<file path="config.mk">
export PLATFORM = sky130hd
export DESIGN_NAME = minigame_sequencer_flat
export DESIGN_NICKNAME = d
export VERILOG_FILES = /design/src/rtl/minigame_sequencer_if.sv /design/src/rtl/minigame_sequencer.sv /design/src/flat_wrapper.sv
export SDC_FILE = /design/constraint.sdc
export NUM_CORES = 1
export LEC_CHECK = 0
export CELL_PAD_IN_SITES_DETAIL_PLACEMENT = 0
export CELL_PAD_IN_SITES_GLOBAL_PLACEMENT = 2
export CORE_MARGIN = 2
export CORE_UTILIZATION = 26
export DETAILED_ROUTE_END_ITERATION = 10
export PLACE_DENSITY = 0.84
export SKIP_CTS_REPAIR_TIMING = 1
export SLEW_MARGIN = 20
export SYNTH_ARGS = -nofsm -noshare
export SYNTH_HDL_FRONTEND = slang
export SYNTH_SLANG_ARGS = --single-unit
</file>
<file path="constraint.sdc">
create_clock -name clock -period 3.4 [get_ports clock]
set_input_delay 1.02 -clock clock [delete_from_list [all_inputs] [get_ports clock]]
set_output_delay 1.02 -clock clock [all_outputs]
set_load 0.02 [all_outputs]
</file>
<file path="src/rtl/minigame_sequencer_if.sv">
// minigame_sequencer_if: board/core bus bundle between the minigame sequencer and its surroundings.
// recorde_out exists only when SEQ_HIGHSCORE_EN is defined.
interface minigame_sequencer_if #(
    parameter int NUM_GAMES = 4,
    parameter int SEL_W     = 2,
    parameter int STATE_W   = 4,
    parameter int JOG_W     = 7,
    parameter int SCORE_W   = 3
);
    logic                         iniciar;
    logic                         abortar;
    logic                         dificuldade;
    logic [SEL_W-1:0]             minigame;
    logic [NUM_GAMES*STATE_W-1:0] game_estado;
    logic [NUM_GAMES*JOG_W-1:0]   game_jogada;
    logic [NUM_GAMES*SCORE_W-1:0] game_pontuacao;
    logic [NUM_GAMES-1:0]         game_pronto;
    logic                         jogar;
    logic [NUM_GAMES-1:0]         jogar_vec;
    logic [SEL_W-1:0]             sel_game;
    logic                         sel_dificuldade;
    logic [STATE_W-1:0]           estado_out;
    logic [JOG_W-1:0]             jogada_out;
    logic [SCORE_W-1:0]           pontuacao_out;
    logic [SCORE_W-1:0]           ultima_pontuacao;
    logic [2:0]                   seq_estado;
`ifdef SEQ_HIGHSCORE_EN
    logic [SCORE_W-1:0]           recorde_out;
`endif
    modport master (
        output iniciar, abortar, dificuldade, minigame, game_estado, game_jogada, game_pontuacao, game_pronto,
        input  jogar, jogar_vec, sel_game, sel_dificuldade, estado_out, jogada_out, pontuacao_out,
               ultima_pontuacao, seq_estado
`ifdef SEQ_HIGHSCORE_EN
               , recorde_out
`endif
    );
    modport slave (
        input  iniciar, abortar, dificuldade, minigame, game_estado, game_jogada, game_pontuacao, game_pronto,
        output jogar, jogar_vec, sel_game, sel_dificuldade, estado_out, jogada_out, pontuacao_out,
               ultima_pontuacao, seq_estado
`ifdef SEQ_HIGHSCORE_EN
               , recorde_out
`endif
    );
endinterface

</file>
<file path="src/rtl/minigame_sequencer.sv">
// minigame_sequencer: session FSM, select latch and per-game bus mux for NUM_GAMES minigame cores.
// Define SEQ_HIGHSCORE_EN to add the per-game high-score array and recorde_out.
module minigame_sequencer #(
    parameter int NUM_GAMES       = 4,
    parameter int SEL_W           = 2,
    parameter int STATE_W         = 4,
    parameter int JOG_W           = 7,
    parameter int SCORE_W         = 3,
    parameter int INTERVAL_CYCLES = 2000,
    parameter int CNT_W           = 32
) (
    input logic clock,
    input logic reset,
    minigame_sequencer_if.slave bus
);
    localparam logic [2:0] INICIAL    = 3'd0;
    localparam logic [2:0] PREPARACAO = 3'd1;
    localparam logic [2:0] EXECUCAO   = 3'd2;
    localparam logic [2:0] FIM        = 3'd3;
    localparam logic [2:0] INTERVALO  = 3'd4;
    localparam logic [2:0] START      = 3'd5;
    logic [2:0]           state_q, state_d;
    logic [SEL_W-1:0]     sel_q, sel_d;
    logic                 dif_q, dif_d;
    logic [CNT_W-1:0]     cnt_q, cnt_d;
    logic                 jogar_q, jogar_d;
    logic [NUM_GAMES-1:0] jvec_q, jvec_d;
    logic [SCORE_W-1:0]   ult_q, ult_d;
    logic                 sel_ok, in_ok, loading, pronto, cnt_done, capture;
    logic [STATE_W-1:0]   g_estado;
    logic [JOG_W-1:0]     g_jog;
    logic [SCORE_W-1:0]   g_pont;
    // Out-of-range selects read as zero instead of indexing past the flattened buses.
    assign sel_ok   = 32'(sel_q) < NUM_GAMES;
    assign in_ok    = 32'(bus.minigame) < NUM_GAMES;
    assign g_estado = sel_ok ? bus.game_estado[sel_q*STATE_W +: STATE_W] : '0;
    assign g_jog    = sel_ok ? bus.game_jogada[sel_q*JOG_W +: JOG_W] : '0;
    assign g_pont   = sel_ok ? bus.game_pontuacao[sel_q*SCORE_W +: SCORE_W] : '0;
    assign pronto   = sel_ok & bus.game_pronto[sel_q];
    assign cnt_done = cnt_q == CNT_W'(INTERVAL_CYCLES - 1);
    assign loading  = state_q == INICIAL || state_q == PREPARACAO;
    assign capture  = state_q == EXECUCAO && pronto;
    always_comb begin
        state_d = state_q;
        case (state_q)
            INICIAL:    state_d = bus.iniciar ? PREPARACAO : INICIAL;
            PREPARACAO: state_d = in_ok ? INTERVALO : INICIAL;
            INTERVALO:  state_d = cnt_done ? START : INTERVALO;
            START:      state_d = EXECUCAO;
            EXECUCAO:   state_d = (pronto || bus.abortar) ? FIM : EXECUCAO;
            FIM:        state_d = bus.iniciar ? PREPARACAO : FIM;
            default:    state_d = INICIAL;
        endcase
        sel_d   = loading ? bus.minigame : sel_q;
        dif_d   = loading ? bus.dificuldade : dif_q;
        cnt_d   = (state_q == INTERVALO && !cnt_done) ? cnt_q + 1'b1 : '0;
        jogar_d = state_d == START;
        jvec_d  = jogar_d ? NUM_GAMES'(1) << sel_q : '0;
        ult_d   = capture ? g_pont : ult_q;
    end
    always_ff @(posedge clock) begin
        if (reset) begin
            state_q <= INICIAL;
            sel_q   <= SEL_W'(NUM_GAMES - 1);
            dif_q   <= 1'b0;
            cnt_q   <= '0;
            jogar_q <= 1'b0;
            jvec_q  <= '0;
            ult_q   <= '0;
        end else begin
            state_q <= state_d;
            sel_q   <= sel_d;
            dif_q   <= dif_d;
            cnt_q   <= cnt_d;
            jogar_q <= jogar_d;
            jvec_q  <= jvec_d;
            ult_q   <= ult_d;
        end
    end
    assign bus.jogar            = jogar_q;
    assign bus.jogar_vec        = jvec_q;
    assign bus.sel_game         = sel_q;
    assign bus.sel_dificuldade  = dif_q;
    assign bus.seq_estado       = state_q;
    assign bus.jogada_out       = g_jog;
    assign bus.pontuacao_out    = g_pont;
    assign bus.ultima_pontuacao = ult_q;
    assign bus.estado_out       = loading ? STATE_W'(state_q) : state_q == INTERVALO ? STATE_W'(1) : g_estado;
`ifdef SEQ_HIGHSCORE_EN
    logic [SCORE_W-1:0] rec_q [NUM_GAMES];
    always_ff @(posedge clock) begin
        if (reset) begin
            for (int i = 0; i < NUM_GAMES; i++) rec_q[i] <= '0;
        end else if (capture && g_pont > rec_q[sel_q]) begin
            rec_q[sel_q] <= g_pont;
        end
    end
    assign bus.recorde_out = sel_ok ? rec_q[sel_q] : '0;
`else
`endif
endmodule

</file>
<file path="src/flat_wrapper.sv">
// flat-port wrapper written by rule: the top's interface ports become plain ports
module minigame_sequencer_flat 
#(
    parameter int NUM_GAMES       = 4,
    parameter int SEL_W           = 2,
    parameter int STATE_W         = 4,
    parameter int JOG_W           = 7,
    parameter int SCORE_W         = 3,
    parameter int INTERVAL_CYCLES = 2000,
    parameter int CNT_W           = 32
)
  (clock, reset, bus_iniciar, bus_abortar, bus_dificuldade, bus_minigame, bus_game_estado, bus_game_jogada, bus_game_pontuacao, bus_game_pronto, bus_jogar, bus_jogar_vec, bus_sel_game, bus_sel_dificuldade, bus_estado_out, bus_jogada_out, bus_pontuacao_out, bus_ultima_pontuacao, bus_seq_estado);
  minigame_sequencer_if #(.NUM_GAMES(NUM_GAMES), .SEL_W(SEL_W), .STATE_W(STATE_W), .JOG_W(JOG_W), .SCORE_W(SCORE_W)) bus_i ();
  input logic clock;
  input logic reset;
  input wire logic [$bits(bus_i.iniciar)-1:0] bus_iniciar;
  input wire logic [$bits(bus_i.abortar)-1:0] bus_abortar;
  input wire logic [$bits(bus_i.dificuldade)-1:0] bus_dificuldade;
  input wire logic [$bits(bus_i.minigame)-1:0] bus_minigame;
  input wire logic [$bits(bus_i.game_estado)-1:0] bus_game_estado;
  input wire logic [$bits(bus_i.game_jogada)-1:0] bus_game_jogada;
  input wire logic [$bits(bus_i.game_pontuacao)-1:0] bus_game_pontuacao;
  input wire logic [$bits(bus_i.game_pronto)-1:0] bus_game_pronto;
  output wire logic [$bits(bus_i.jogar)-1:0] bus_jogar;
  output wire logic [$bits(bus_i.jogar_vec)-1:0] bus_jogar_vec;
  output wire logic [$bits(bus_i.sel_game)-1:0] bus_sel_game;
  output wire logic [$bits(bus_i.sel_dificuldade)-1:0] bus_sel_dificuldade;
  output wire logic [$bits(bus_i.estado_out)-1:0] bus_estado_out;
  output wire logic [$bits(bus_i.jogada_out)-1:0] bus_jogada_out;
  output wire logic [$bits(bus_i.pontuacao_out)-1:0] bus_pontuacao_out;
  output wire logic [$bits(bus_i.ultima_pontuacao)-1:0] bus_ultima_pontuacao;
  output wire logic [$bits(bus_i.seq_estado)-1:0] bus_seq_estado;
  assign bus_i.iniciar = bus_iniciar;
  assign bus_i.abortar = bus_abortar;
  assign bus_i.dificuldade = bus_dificuldade;
  assign bus_i.minigame = bus_minigame;
  assign bus_i.game_estado = bus_game_estado;
  assign bus_i.game_jogada = bus_game_jogada;
  assign bus_i.game_pontuacao = bus_game_pontuacao;
  assign bus_i.game_pronto = bus_game_pronto;
  assign bus_jogar = bus_i.jogar;
  assign bus_jogar_vec = bus_i.jogar_vec;
  assign bus_sel_game = bus_i.sel_game;
  assign bus_sel_dificuldade = bus_i.sel_dificuldade;
  assign bus_estado_out = bus_i.estado_out;
  assign bus_jogada_out = bus_i.jogada_out;
  assign bus_pontuacao_out = bus_i.pontuacao_out;
  assign bus_ultima_pontuacao = bus_i.ultima_pontuacao;
  assign bus_seq_estado = bus_i.seq_estado;
  minigame_sequencer #(.NUM_GAMES(NUM_GAMES), .SEL_W(SEL_W), .STATE_W(STATE_W), .JOG_W(JOG_W), .SCORE_W(SCORE_W), .INTERVAL_CYCLES(INTERVAL_CYCLES), .CNT_W(CNT_W)) u_core (.clock(clock), .reset(reset), .bus(bus_i));
endmodule
</file>
Word-level counts from Yosys, hierarchy flattened
Index checks and enable logic that the tools add are counted.
{"block": "classes", "n_addsub": 1, "multipliers": 2, "div": 0, "magnitude_cmp": 1, "n_eq_ne": 7, "shifts": 4, "n_mux": 9, "bitwise_logic": 2, "n_reduce_logical": 8}
{"cell": "$add A32 B1 Y32 const B", "n": 1}
{"cell": "$eq A32 B11 Y1 const B", "n": 1}
{"cell": "$shiftx A28 B6 Y7", "n": 1}
{"cell": "$pmux W3 S6", "n": 1}
{"cell": "$shiftx A16 B5 Y4", "n": 1}
{"cell": "$shiftx A12 B5 Y3", "n": 1}
{"cell": "$eq A3 B3 Y1 const B", "n": 3}
{"cell": "$mux W4", "n": 2}
{"cell": "$eq A3 B2 Y1 const B", "n": 2}
{"cell": "$mul A2 B3 Y5 const B", "n": 1}
{"cell": "$mul A2 B2 Y4 const B", "n": 1}
{"cell": "$mux W1", "n": 4}
{"cell": "$reduce_or A2 Y1", "n": 2}
{"cell": "$shl A1 B2 Y4 const A", "n": 1}
{"cell": "$eq A3 B1 Y1 const B", "n": 1}
{"cell": "$logic_not A3 Y1", "n": 1}
{"cell": "$lt A2 B3 Y1 const B", "n": 1}
{"cell": "$bmux W1 S2", "n": 1}
{"cell": "$logic_and A1 B1 Y1", "n": 2}
{"cell": "$logic_or A1 B1 Y1", "n": 2}
{"cell": "$mux W2", "n": 1}
{"cell": "$not A1 Y1", "n": 2}
{"cell": "$logic_not A1 Y1", "n": 1}
{"block": "totals", "regBits": 46, "latchBits": 0, "ramBits": 0, "romBits": 0, "in_bits": 67, "output_inout_bits": 28, "word_cells": 41, "memories": 0}

Depth between registers and ports, before layout
Gate-level depths: netlist (run 1).
{"block": "depth", "depth_word": 8, "mapped_depth": 7, "mapped_depth_nobuf": 5}

Worst setup path after synthesis (run 1)
No wires, ideal clock.
{"block": "synth_path", "path_kind": "flip-flop to output port", "startpoint": "register u_core.sel_q[0], in the netlist u_core.bus.sel_game[0]", "endpoint": "output bus_jogada_out[0]", "arrival_ps": 2054, "required_time_ps": 2380, "path_slack_ps": 326, "path_stages_with_launch": 4, "n_path_buf": 2, "cell_sequence": "dfxtp_1 > buf_1 > clkbuf_1 > mux4_2"}
{"block": "synth_via", "elab_chain_cells": 2}
{"element": "start: declaration", "line_no": "minigame_sequencer.sv:23", "text": "logic [SEL_W-1:0] sel_q, sel_d;"}
{"element": "start signal: assignment", "line_no": "minigame_sequencer.sv:64", "text": "sel_q <= SEL_W'(NUM_GAMES - 1);"}
{"element": "start signal: assignment", "line_no": "minigame_sequencer.sv:72", "text": "sel_q <= sel_d;"}
{"element": "$mul A2 B3 Y5", "line_no": "minigame_sequencer.sv:37", "text": "assign g_jog = sel_ok ? bus.game_jogada[sel_q*JOG_W +: JOG_W] : '0;"}
{"element": "$shiftx A28 B6 Y7", "line_no": "minigame_sequencer.sv:37"}
{"element": "end: declaration", "line_no": "flat_wrapper.sv:29", "text": "output wire logic [$bits(bus_i.jogada_out)-1:0] bus_jogada_out;"}
No other way between the ends.

Worst setup path in the final report (run 1)
{"block": "layout_path", "startpoint": "input bus_game_estado[13]", "endpoint": "output bus_estado_out[1]"}
{"block": "layout_via", "elab_chain_cells": 3}
{"element": "start: declaration", "line_no": "flat_wrapper.sv:20", "text": "input wire logic [$bits(bus_i.game_estado)-1:0] bus_game_estado;"}
{"element": "$shiftx A16 B5 Y4", "line_no": "minigame_sequencer.sv:36", "text": "assign g_estado = sel_ok ? bus.game_estado[sel_q*STATE_W +: STATE_W] : '0;"}
{"element": "$mux W4 (2 in a row)", "line_no": "minigame_sequencer.sv:88", "text": "assign bus.estado_out = loading ? STATE_W'(state_q) : state_q == INTERVALO ? STATE_W'(1) : g_estado;"}
{"element": "end: declaration", "line_no": "flat_wrapper.sv:28", "text": "output wire logic [$bits(bus_i.estado_out)-1:0] bus_estado_out;"}
No other way between the ends.

==> results of run 1 <==
where the power goes:
group          internal (W)  switching [W]
clock              0.000164       0.000183
combinational      0.000191       0.000128
sequential         0.000548      0.0000127
total              0.000904       0.000324
layout make-up:
| type | count | area, sq um |
|---|---|---|
| sequential | 46 | 921 |
| clock inverter | 1 | 5.00 |
| clock buffer | 7 | 86.3 |
| fill | 975 | 5870 |
| multi-input combinational | 194 | 1500 |
| tap | 133 | 166 |
| timing repair buffer | 103 | 1060 |
| inverter | 7 | 26.3 |
per-stage QoR:
stage          instance area, sq um  utilization, %
2_1_floorplan                  2550               -
3_3_place_gp                   3640            37.7
3_5_place_dp                   3640            37.7
4_1_cts                        3730            38.7
5_1_grt                        3760            39.1
6_report                       3760            39.1
worst max-delay path by stage:
stage	slack (ns)	endpoint	from	cells after the start
6_report	0.09	bus_estado_out[1]	bus_game_estado[13]	4
5_1_grt	0.08	bus_estado_out[2]	bus_game_estado[10]	4
4_1_cts	-0.23	bus_estado_out[1]	bus_game_estado[13]	4
3_5_place_dp	-0.22	bus_estado_out[1]	bus_game_estado[13]	4
3_3_place_gp	-0.23	bus_estado_out[1]	bus_game_estado[13]	4
2_1_floorplan	0.33	bus_jogada_out[0]	u_core.bus.sel_game[0]	3
cell usage in the layout (no fill, tap or decap), drive strengths merged, types with 2 or more instances in the layout:
cell / n
a211oi: 18
a21oi: 11
and2: 2
and3: 4
and4: 5
buf: 9
clkbuf: 7
clkdlybuf4s50: 80
dfxtp: 46
dlymetal6s2s: 14
inv: 7
mux2i: 4
mux4: 15
nand2: 15
nand3: 11
nand3b: 4
nand4: 9
nor2: 8
nor2b: 3
nor3: 14
nor3b: 2
nor4: 5
nor4b: 2
o21ai: 15
o31ai: 6
or3: 14
or4: 8
or4b: 3
xnor2: 6
xor2: 6
sequential cells by signal, summed over array words and instances, names as in the netlist:
register / cells
u_core.cnt_q: 32
u_core.bus.jogar: 1
u_core.bus.sel_game: 2
u_core.bus.seq_estado: 3
u_core.bus.sel_dificuldade: 1
u_core.bus.ultima_pontuacao: 3
u_core.bus.jogar_vec: 4
layer usage:
layer,wire (um),track usage (%),vias up
met5,0,0,-
met4,80,3.95,0
met3,174,2.24,6
met2,3850,20.6,36
met1,3480,20.2,1185
li1,-,-,1212
synth_stat cells, types with 2 or more instances:
library cell and count:
xnor2_1 6, nand3_1 11, o31ai_1 6, mux4_2 15
inv_1 7, or4_4 3, and3_1 4, a211oi_1 14
o21ai_0 15, nor4b_1 2, nor3b_1 2, nor2_1 8
clkbuf_1 14, dfxtp_1 46, or4_1 5, nand3b_1 4
and2_1 2, or4b_1 2, and4_1 5, or3_1 14
buf_2 5, a211oi_2 4, nor2b_1 3, nand4_1 9
nor4_1 5, xor2_1 6, buf_1 2, a21oi_1 11
mux2i_1 4, nand2_1 15, nor3_1 14
logic make-up after synthesis:
family	share of synthesized area, %
compound gates	13.7
simple gates	25.8
buf+inv	5.09
xor+xnor	4.11
flops	36.0
mux	14.8
fa+ha+maj	0.490
==> impl_summary.txt, run 1 <==
----------------------------------------------------
[Min path]
  Worst hold path type ... flop to flop
  Number of instances on the worst hold path ... 1
  Hold path endpoint ... u_core.cnt_q[0]
  Worst Hold Launch ... u_core.cnt_q[0]

[STA]
  Final cycle utilization of the critical path ... 97.2%
  Final setup skew ... 0.00344 ns
  Max_slew headroom ... 60.8%
  Slew at the pin with the worst max-slew slack ... 0.589 ns
  Number of hold violations in the final report ... 0
  Worst slack on hold paths ... 0.489 ns
  Max-slew violations ... 0
  Maximum clock rate ... 0.303 GHz
  Setup_tns ... 0 ns
  Setup repair after global routing missed its margin ... false
  Clock period minus final worst setup slack ... 3.31 ns
  Worst setup margin ... 0.0949 ns
  Number of setup violations in the final report ... 0

[Synthesis]
  Flip-flop and latch count after synthesis ... 46
  Number of enable-type register cells in the synthesized netlist ... 0
  Dominant cells by area after synthesis ... dfxtp_1 36%, mux4_2 13%, a211oi_1 4.1%
  Post-synthesis sequential area ratio ... 36.0%
  Post-synth net total ... 338
  Flip-flop cell with the highest count after synthesis ... dfxtp_1
  Synth cell types ... 38
  Fraction of registers with async set/reset ... 0%
  Biggest area consumer among synthesized cells ... dfxtp_1
  Synthesized netlist cell count ... 270
  Post-Synthesis Cell Area ... 0.00255 sq mm
  Share of the synthesized area in the top cell type ... 36.0%
  Number of warnings issued by yosys ... 0
  Mapped Avg Cell Area ... 9.46 sq um

[Floorplanning]
  Core Region ... 0.00964 sq mm
  DIE AREA ... 0.0106 sq mm
  Initial cell density of the core ... 26.5%
  Die Height ... 103 um
  Die Wd ... 103 um
  Number of top-level pins ... 95
  Placement Rows ... 36

[Setup path]
  Critical Path Max Stage Delay ... 0.46 ns
  Maximum fanout count along the critical path ... 1
  Data required time of the worst path ... 2.38 ns
  Cell with the biggest individual delay on the critical path ... mux4_2
  Sequence of cells on the critical path ... clkdlybuf4s50_1, mux4_2, nor2b_1, dlymetal6s2s_1
  End of the worst register-to-register path ... u_core.cnt_q[24]
  Launch instance of the worst register-to-register path ... u_core.cnt_q[0]
  Type of element capturing the critical path ... output port
  Number of buffers and inverters on the critical path ... 2
  Reg-to-reg setup timing slack ... 0.97 ns
  Data arrival at the endpoint of the critical path ... 2.29 ns
  Kind of cell adding the most delay to the critical path ... buffers and inverters
  Type of the setup path with the least slack ... primary input to output port
  Launching element type of the critical path ... primary input
  Cells on worst reg2reg path ... 5

[Global route]
  GRT overflow ... 0
  Global-route wire length before repair ... 11,300 um
  Largest net degree at the start of global routing ... 24
  Via count of the first global-routing pass ... 2,141
  Combined global-route utilization of all metal layers ... 13.7%
  Antenna violations before repair ... 0

[Detailed routing]
  Residual DRC count ... 0
  Via count ... 2,439
  Remaining antenna violation count after routing ... 0
  Total wire length after detailed routing ... 7580 um
  Wirelength per Cell ... 15.4 um
  Detailed-routing iteration count for the pre-antenna-repair pass ... 6
  Initial detailed-routing violation count ... 127
  Number of vias per cell ... 4.97

[CTS]
  CTS sink cnt ... 46
  Clock tree from TritonCTS ... yes
  Clock tree buffer depth ... 2
  Clock tree root driver cell ... clkbuf_8
  Clock latency at the later pin of the worst-skew pair ... 0.29 ns
  Clock edge transition at the registers on the reported setup and hold paths ... 0.08 ns
  TritonCTS Buffers ... 5
  Depth of the CTS H-tree ... 2

[Placement]
  Cell total after placement ... 483
  Worst Setup Slack post-DPL ... -0.215 ns
  DP Wirelength ... 5790 um
  Count of input and output buffers ... 94
  Gp weighted congestion ... 0.776

[Finish]
  Diode count ... 0
  Fraction of final layout cells sized beyond drive strength 1 ... 10.9%
  Number of nets in the layout ... 425
  Fin cells ... 491
  Synth-to-Final Area Change ... 47.4%

[Power]
  IR Drop Worst-Case VDD ... 0.158 mV
  PwrDens ... 326 mW/mm^2
  Leakage component of the power ... 1.34 nW
  Design Power ... 0.00123 W

[Run status]
  Run status ... complete, no violations

[Run]
  Max Cap Violations ... 0

----------------------------------------------------
Note: power is estimated with default switching activity, not from simulation.
==> run 2, diff against run 1 <==
--- a/config.mk
+++ b/config.mk
@@ -9,6 +9,7 @@
 export CELL_PAD_IN_SITES_GLOBAL_PLACEMENT = 2
 export CORE_MARGIN = 2
 export CORE_UTILIZATION = 26
+export CTS_CLUSTER_DIAMETER = 80
 export DETAILED_ROUTE_END_ITERATION = 10
 export PLACE_DENSITY = 0.84
 export SKIP_CTS_REPAIR_TIMING = 1
==> results of run 2 <==
Same layout as run 1: the final DEF is identical, and so are final timing and power.
==> run 3, diff against run 2 <==
--- a/config.mk
+++ b/config.mk
@@ -5,6 +5,7 @@
 export SDC_FILE = /design/constraint.sdc
 export NUM_CORES = 1
 export LEC_CHECK = 0
+export CAP_MARGIN = 15
 export CELL_PAD_IN_SITES_DETAIL_PLACEMENT = 0
 export CELL_PAD_IN_SITES_GLOBAL_PLACEMENT = 2
 export CORE_MARGIN = 2
==> results of run 3 <==
Same layout as run 1: the final DEF is identical, and so are final timing and power.
